**src/rtl/reg_load_arbiter.sv**
```systemverilog
// Round-robin arbiter that grants one of N requesters a single-cycle load of a
// shared W-bit enabled register, then returns a 4-phase req/ack handshake.
module reg_load_arbiter #(
  parameter int W = 5,
  parameter int N = 4
) (
  input  logic           clk,
  input  logic           rst,
  input  logic [N-1:0]   req,
  input  logic [N*W-1:0] data,
  output logic           reg_en,
  output logic [W-1:0]   reg_d,
  output logic [N-1:0]   ack,
  output logic [2:0]     owner,
  output logic           busy,
  output logic [7:0]     load_count
);

  typedef enum logic [1:0] {IDLE, LOAD, ACK} state_e;

  state_e         state_q, state_d;
  logic [2:0]     ptr_q, ptr_d;
  logic [2:0]     owner_q, owner_d;
  logic           reg_en_q, reg_en_d;
  logic [W-1:0]   reg_d_q, reg_d_d;
  logic [N-1:0]   ack_q, ack_d;
  logic           busy_q, busy_d;
  logic [7:0]     load_count_q, load_count_d;

  logic           pick_valid;
  logic [2:0]     pick_idx;
  logic [3:0]     cand;

  // Search upward from ptr with wrap at N; the first set request wins.
  always_comb begin
    pick_valid = 1'b0;
    pick_idx   = '0;
    cand       = '0;
    for (int k = 0; k < N; k++) begin
      cand = {1'b0, ptr_q} + 4'(k);
      if (cand >= 4'(N)) cand = cand - 4'(N);
      if (!pick_valid && req[cand[2:0]]) begin
        pick_valid = 1'b1;
        pick_idx   = cand[2:0];
      end
    end
  end

  // NOTE: every signal gets a default before the case so no path leaves it
  // unassigned; otherwise synthesis infers a latch.
  always_comb begin
    state_d      = state_q;
    ptr_d        = ptr_q;
    owner_d      = owner_q;
    reg_en_d     = reg_en_q;
    reg_d_d      = reg_d_q;
    ack_d        = ack_q;
    busy_d       = busy_q;
    load_count_d = load_count_q;
    unique case (state_q)
      IDLE: begin
        if (pick_valid) begin
          owner_d  = pick_idx;
          reg_d_d  = data[int'(pick_idx) * W +: W];
          reg_en_d = 1'b1;
          busy_d   = 1'b1;
          state_d  = LOAD;
        end
      end
      LOAD: begin
        reg_en_d     = 1'b0;
        ack_d        = N'(1) << owner_q;
        load_count_d = load_count_q + 8'd1;
        state_d      = ACK;
      end
      ACK: begin
        // The winner drops to lowest priority once it releases.
        if (!req[owner_q]) begin
          ack_d   = '0;
          ptr_d   = (owner_q == 3'(N - 1)) ? 3'd0 : owner_q + 3'd1;
          busy_d  = 1'b0;
          state_d = IDLE;
        end
      end
      default: state_d = IDLE;
    endcase
  end

  // NOTE: sequential state uses non-blocking assignments so every register
  // samples pre-edge values regardless of statement order.
  always_ff @(posedge clk or negedge rst) begin
    if (!rst) begin
      state_q      <= IDLE;
      ptr_q        <= '0;
      owner_q      <= '0;
      reg_en_q     <= 1'b0;
      reg_d_q      <= '0;
      ack_q        <= '0;
      busy_q       <= 1'b0;
      load_count_q <= '0;
    end else begin
      state_q      <= state_d;
      ptr_q        <= ptr_d;
      owner_q      <= owner_d;
      reg_en_q     <= reg_en_d;
      reg_d_q      <= reg_d_d;
      ack_q        <= ack_d;
      busy_q       <= busy_d;
      load_count_q <= load_count_d;
    end
  end

  assign reg_en     = reg_en_q;
  assign reg_d      = reg_d_q;
  assign ack        = ack_q;
  assign owner      = owner_q;
  assign busy       = busy_q;
  assign load_count = load_count_q;

endmodule

```
**config.mk**
```make
export PLATFORM = sky130hd
export DESIGN_NAME = reg_load_arbiter
export DESIGN_NICKNAME = d
export VERILOG_FILES = /design/src/rtl/reg_load_arbiter.sv
export SDC_FILE = /design/constraint.sdc
export NUM_CORES = 1
export LEC_CHECK = 0
export ABC_AREA = 1
export CELL_PAD_IN_SITES_DETAIL_PLACEMENT = 0
export CELL_PAD_IN_SITES_GLOBAL_PLACEMENT = 1
export CORE_ASPECT_RATIO = 0.6
export CORE_MARGIN = 2
export CORE_UTILIZATION = 29
export DETAILED_ROUTE_END_ITERATION = 12
export PLACE_DENSITY_LB_ADDON = 0.25
export SLEW_MARGIN = 20
export SYNTH_ARGS = -nofsm -noshare
export SYNTH_HDL_FRONTEND = slang
export SYNTH_SLANG_ARGS = --single-unit
```
**constraint.sdc**
```tcl
create_clock -name clk -period 2.9 [get_ports clk]
set_clock_uncertainty 0.1 [all_clocks]
set_input_delay 0.58 -clock clk [delete_from_list [all_inputs] [get_ports clk]]
set_output_delay 0.58 -clock clk [all_outputs]
set_load 0.005 [all_outputs]
```
==> After elaboration in Yosys (flattened, before gate mapping) <==
Cells that the tools add are included.
{ "op_classes": {"shift": 2, "magnitude_cmp": 9, "n_mul": 1, "n_bitwise": 1, "add_sub_neg": 9, "reduce_logical": 16, "n_eq_ne": 5, "n_mux": 32} }
{ "ops": {"columns": ["cell", "n"], "rows": [
  ["$mux W3", 9],
  ["$shiftx A20 B7 Y5", 1],
  ["$lt A3 B3 Y1 const B", 5],
  ["$ge A4 B3 Y1 const B", 3],
  ["$sub A3 B3 Y3 const B", 4],
  ["$mux W1", 11],
  ["$bmux W1 S2", 5],
  ["$reduce_and A2 Y1", 5],
  ["$add A3 B2 Y4 const B", 2],
  ["$add A8 B1 Y8 const B", 1],
  ["$pmux W4 S2", 1],
  ["$mul A3 B3 Y6 const B", 1],
  ["$pmux W2 S3", 1],
  ["$reduce_bool A2 Y1", 3],
  ["$add A3 B1 Y4 const B", 1],
  ["$mux W2", 2],
  ["$mux W4", 1],
  ["$ne A2 B2 Y1 const B", 2],
  ["$pmux W1 S2", 2],
  ["$shl A1 B3 Y4 const A", 1],
  ["$add A3 B1 Y3 const B", 1],
  ["$eq A3 B2 Y1 const B", 1],
  ["$ge A3 B3 Y1 const B", 1],
  ["$logic_and A1 B1 Y1", 3],
  ["6 further kinds", 8]
]} }
{ "word_totals": {"ff_bits": 27, "out_inout_bits": 22} }

==> Longest topological paths before layout <==
{ "depth": {"word_depth": 16, "ltp_mapped": 17, "mapped_depth_nobuf": 14} }

==> Worst setup path after synthesis <==
Ideal clock, no wire load.
{ "synth_timing": {"kind": "flip-flop to flip-flop", "from": "reg ptr_q[0]", "to": "reg reg_d_q[0], in the netlist reg_d[0]", "t_required_ns": 2.683, "path_stages_with_launch": 17, "synth_period_minus_slack_ns": 2.109, "t_arrival_ns": 1.891, "setup_ns": 0.117, "setup_slack_ns": 0.791, "path_cell_list": "dfrtp_1 -> buf_6 -> inv_4 -> buf_6 -> ha_1 -> inv_2 -> nand3_1 -> nand2_1 -> a21oi_1 -> nand2_1 -> nand2_1 -> nand2_2 -> buf_6 -> nand2_1 -> nand3_1 -> nand3_1 -> nand2_1"} }
{ "synth_between": {"elab_chain_len": 16, "word_cells_on_any_way": 40} }
{ "synth_rtl": {"columns": ["item", "line_no", "text"], "rows": [
  ["start, declared", "22", "logic [2:0] ptr_q, ptr_d;"],
  ["start signal, assigned", "103", "ptr_q <= ptr_d;"],
  ["branches (longest 16 deep; another with $add A3 B1 Y4)", null, null],
  ["end signal, assigned", "106", "reg_d_q <= reg_d_d;"],
  ["end, declared", "25", "logic [W-1:0] reg_d_q, reg_d_d;"]
]} }
Parallel ways; which one is timed is not known. The select of a mux whose other input is x is not followed.
A chain may end at the register's enable or synchronous reset.

==> Worst setup path after layout <==
{ "layout_timing": {"from": "reg ptr_q[1]", "to": "reg reg_d_q[0], in the netlist reg_d[0]"} }
Same word-level chain as after synthesis.

==> results_dict.tcl <==
set metrics [dict create \
    status "complete, no violations" \
    final_area_um2 2300 \
    powerDensity_nw_per_um2 1150 \
    core_um2 5620 \
    power.leakage_nw 1.11 \
    rsz0062_at_grt "false" \
    finalHoldViolations 0 \
    clock_latency_ns 0.27 \
    timing.rr.start "ptr_q[1]$_DFFE_PN0P_" \
    num_antenna_cells 0 \
    yosys.area_share.adder 0.0513 \
    synth_compound_area_frac 0.0667 \
    syn-cell-area_um2 1710 \
    placementRows 21 \
    p_clk_frac 0.082 \
    clk_pin_slew_ns 0.09 \
    drt_drc_violations_left 0 \
    grt_first_pass_wirelength_um 7130 \
    layout-drive-gt1-share 0.101 \
    cts_setup_buffers 0 \
    die_h_um 63.4 \
    worstPathRequired_ns 3.02 \
    first_pass_iters 4 \
    crit_fanout 12 \
    period_share 0.835 \
    fin_crit_ns 2.42 \
    maxSlewViolCount 0 \
    power.net_switching_mw 1.29 \
    dieArea_um2 6540 \
    synth_top_family_by_area "simple AND/OR/NAND/NOR gates" \
    cts_made_buffers 3 \
    r2r_cells 12 \
    cts_sinks 27 \
    vias 1543 \
    critPathKind "reg -> reg" \
    ys_seq_area_frac 0.396 \
    syn_inst 220 \
    cp-startpoint "ptr_q[1]$_DFFE_PN0P_" \
    finalHoldWorstSlack_ns 0.369 \
    cts_tree "done" \
    synthesis.nets 253 \
    grt_usage 0.138 \
    synthMuxAreaShare 0 \
    antenna_found_initial 0 \
    htreeDepth 1 \
    worstHoldStart "load_count[7]$_DFFE_PN0P_" \
    synth.avg_cell_area_um2 7.76 \
    swShare 0.489 \
    setup_violations 0 \
    portBuffers 47 \
    drt_iter0_markers 44 \
    whs_path_depth 1 \
    synthXorXnorAreaFrac 0.0359 \
    yosysUniqueCellTypes 29 \
    grt_pass1_vias 1478 \
    root_buffer "clkbuf_8" \
    detail-route-antenna-nets 0 \
    relSlewSlack 0.731 \
    fmax_ghz 0.413 \
    yosys.area_share.simple 0.371 \
    cts_hold_buf 0 \
    wirelength_um 4300 \
    ys_seq_elements 27 \
    floorplan.initialDensity 0.304 \
    placed_area_um2 2250 \
    pwr-share-seq 0.260 \
    pwr-share-comb 0.659 \
    post_drt_via_cell_ratio 4.43 \
    area_growth_pct 34.4 \
    hold_class "reg -> reg" \
    yosys_warnings 0 \
    gp_congestion 0.816 \
    tightest_slew_ns 0.403 \
    fin_setup_tns_ns 0 \
    ioPinCount 48 \
    fp.dieW_um 103 \
    endpoint_kind "register" \
    irDropWorstVdd_mv 0.377 \
    hpwl_um 3400 \
    intPower_mw 1.35 \
    startpoint_type "register" \
    power.total_mw 2.64 \
    critPathArrivalTime_ns 2.54 \
    clk_path_buf_depth 2 \
    cts_resized 0 \
    gr-total-overflow 0 \
    layout.nets 302 \
    grt_start_max_net_pins 28 \
    wl_per_cell_um 12.4 \
    maxCapViolations 0 \
]
==> path summary, 6_finish.rpt <==
kind | slack, ns | endpoint
max | 0.48 | reg_d[0]$_DFFE_PN0P_
max in group asynchronous | 1.87 | ptr_q[2]$_DFFE_PN0P_
min | 0.37 | load_count[7]$_DFFE_PN0P_
min reg2reg | 0.37 | load_count[7]$_DFFE_PN0P_
min in group asynchronous | 0.57 | load_count[6]$_DFFE_PN0P_
max reg2reg | 0.48 | reg_d[0]$_DFFE_PN0P_
==> power groups by stage <==
stage | Combinational [mW] | Sequential (mW) | Clock [mW]
after floorplan | 1.26 | 0.671 | 0
after global placement | 1.77 | 0.701 | 0
after detailed placement | 1.75 | 0.695 | 0
after CTS | 1.76 | 0.688 | 0.227
after global routing | 1.99 | 0.710 | 0.242
final | 1.74 | 0.685 | 0.216
==> synth_stat cells <==
master / instances / share of area
nand2_1: 65 / 0.14
nand3_1: 45 / 0.13
dfrtp_1: 27 / 0.40
inv_1: 15 / 0.033
ha_1: 7 / 0.051
a21oi_1: 6 / 0.018
nand2_2: 5 / 0.018
nand2_4: 5 / 0.033
nor2_1: 5 / 0.011
o21ai_0: 5 / 0.015
buf_6: 4 / 0.026
o21ai_1: 4 / 0.012
xor2_1: 4 / 0.021
inv_2: 3 / 0.0066
nor3_1: 3 / 0.0088
xnor2_1: 3 / 0.015
nand3_2: 2 / 0.012
a211oi_1: 1 / 0.0044
a21boi_1: 1 / 0.0044
a21oi_2: 1 / 0.0051
buf_2: 1 / 0.0029
buf_4: 1 / 0.0044
clkbuf_1: 1 / 0.0022
inv_4: 1 / 0.0037
nand4_1: 1 / 0.0037
nor2_2: 1 / 0.0037
nor2_4: 1 / 0.0066
o211ai_1: 1 / 0.0044
o31ai_1: 1 / 0.0044
==> through the flow <==
step / cells / worst slack [ns] / utilization
after floorplan: 220 / 0.791 / -
after detailed placement: 344 / 0.189 / 0.400
after global placement: 344 / 0.247 / 0.400
after CTS: 348 / 0.465 / 0.408
after global routing: 348 / 0.260 / 0.408
final: 348 / 0.477 / 0.408
==> cells by family after synthesis <==
| group | after synthesis |
|---|---|
| compound gates | 20 |
| xor+xnor | 7 |
| fa+ha+maj | 7 |
| buf+inv | 26 |
| flops | 27 |
| simple gates | 133 |
==> layer usage <==
metal,routed length (µm),vias up,global-route usage
met4,12,0,0.00987
li1,-,816,-
met5,0,-,0
met2,1500,48,0.181
met3,404,2,0.0444
met1,2380,677,0.224
==> placed cells by master, fill, tap and decap left out, drive strengths merged <==
| cell type | netlist | final |
|---|---|---|
| o21ai | 9 | 9 |
| nor2 | 7 | 7 |
| o211ai | 1 | 1 |
| nand3 | 47 | 47 |
| inv | 19 | 19 |
| a211oi | 1 | 1 |
| clkdlybuf4s50 | 0 | 47 |
| xnor2 | 3 | 3 |
| clkinvlp | 0 | 1 |
| ha | 7 | 7 |
| o31ai | 1 | 1 |
| buf | 6 | 4 |
| nand4 | 1 | 1 |
| dfrtp | 27 | 27 |
| a21oi | 7 | 7 |
| nand2 | 75 | 75 |
| clkbuf | 1 | 3 |
| xor2 | 4 | 4 |
| nor3 | 3 | 3 |
| a21boi | 1 | 1 |
==> flip-flops by register name, indices dropped and copies added (netlist names) <==
register    flops
load_count      8
owner           3
busy            1
reg_en          1
ack             4
ptr_q           3
state_q         2
reg_d           5
==> worst max-delay path: stages, from the launching register on <==
cell and delay [ns]:
dfrtp_1 0.49, inv_2 0.14, ha_1 0.43, nand3_2 0.13, nand2_4 0.11, nor2_4 0.04
nand2_2 0.06, inv_2 0.04, nand2_2 0.18, nand2_2 0.19, nor2_2 0.27, nand3_1 0.11
nand2_1 0.06
==> area by class of cell <==
type,instances,area (µm²)
clock buffers,3,41.3
clock inverters,1,7.51
fillers,606,3330
inverters,19,73.8
multi-input cells,167,897
flip-flops and latches,27,676
well taps,80,100
repair buffers,51,500
No activity file was read; power rests on OpenSTA's default activity.
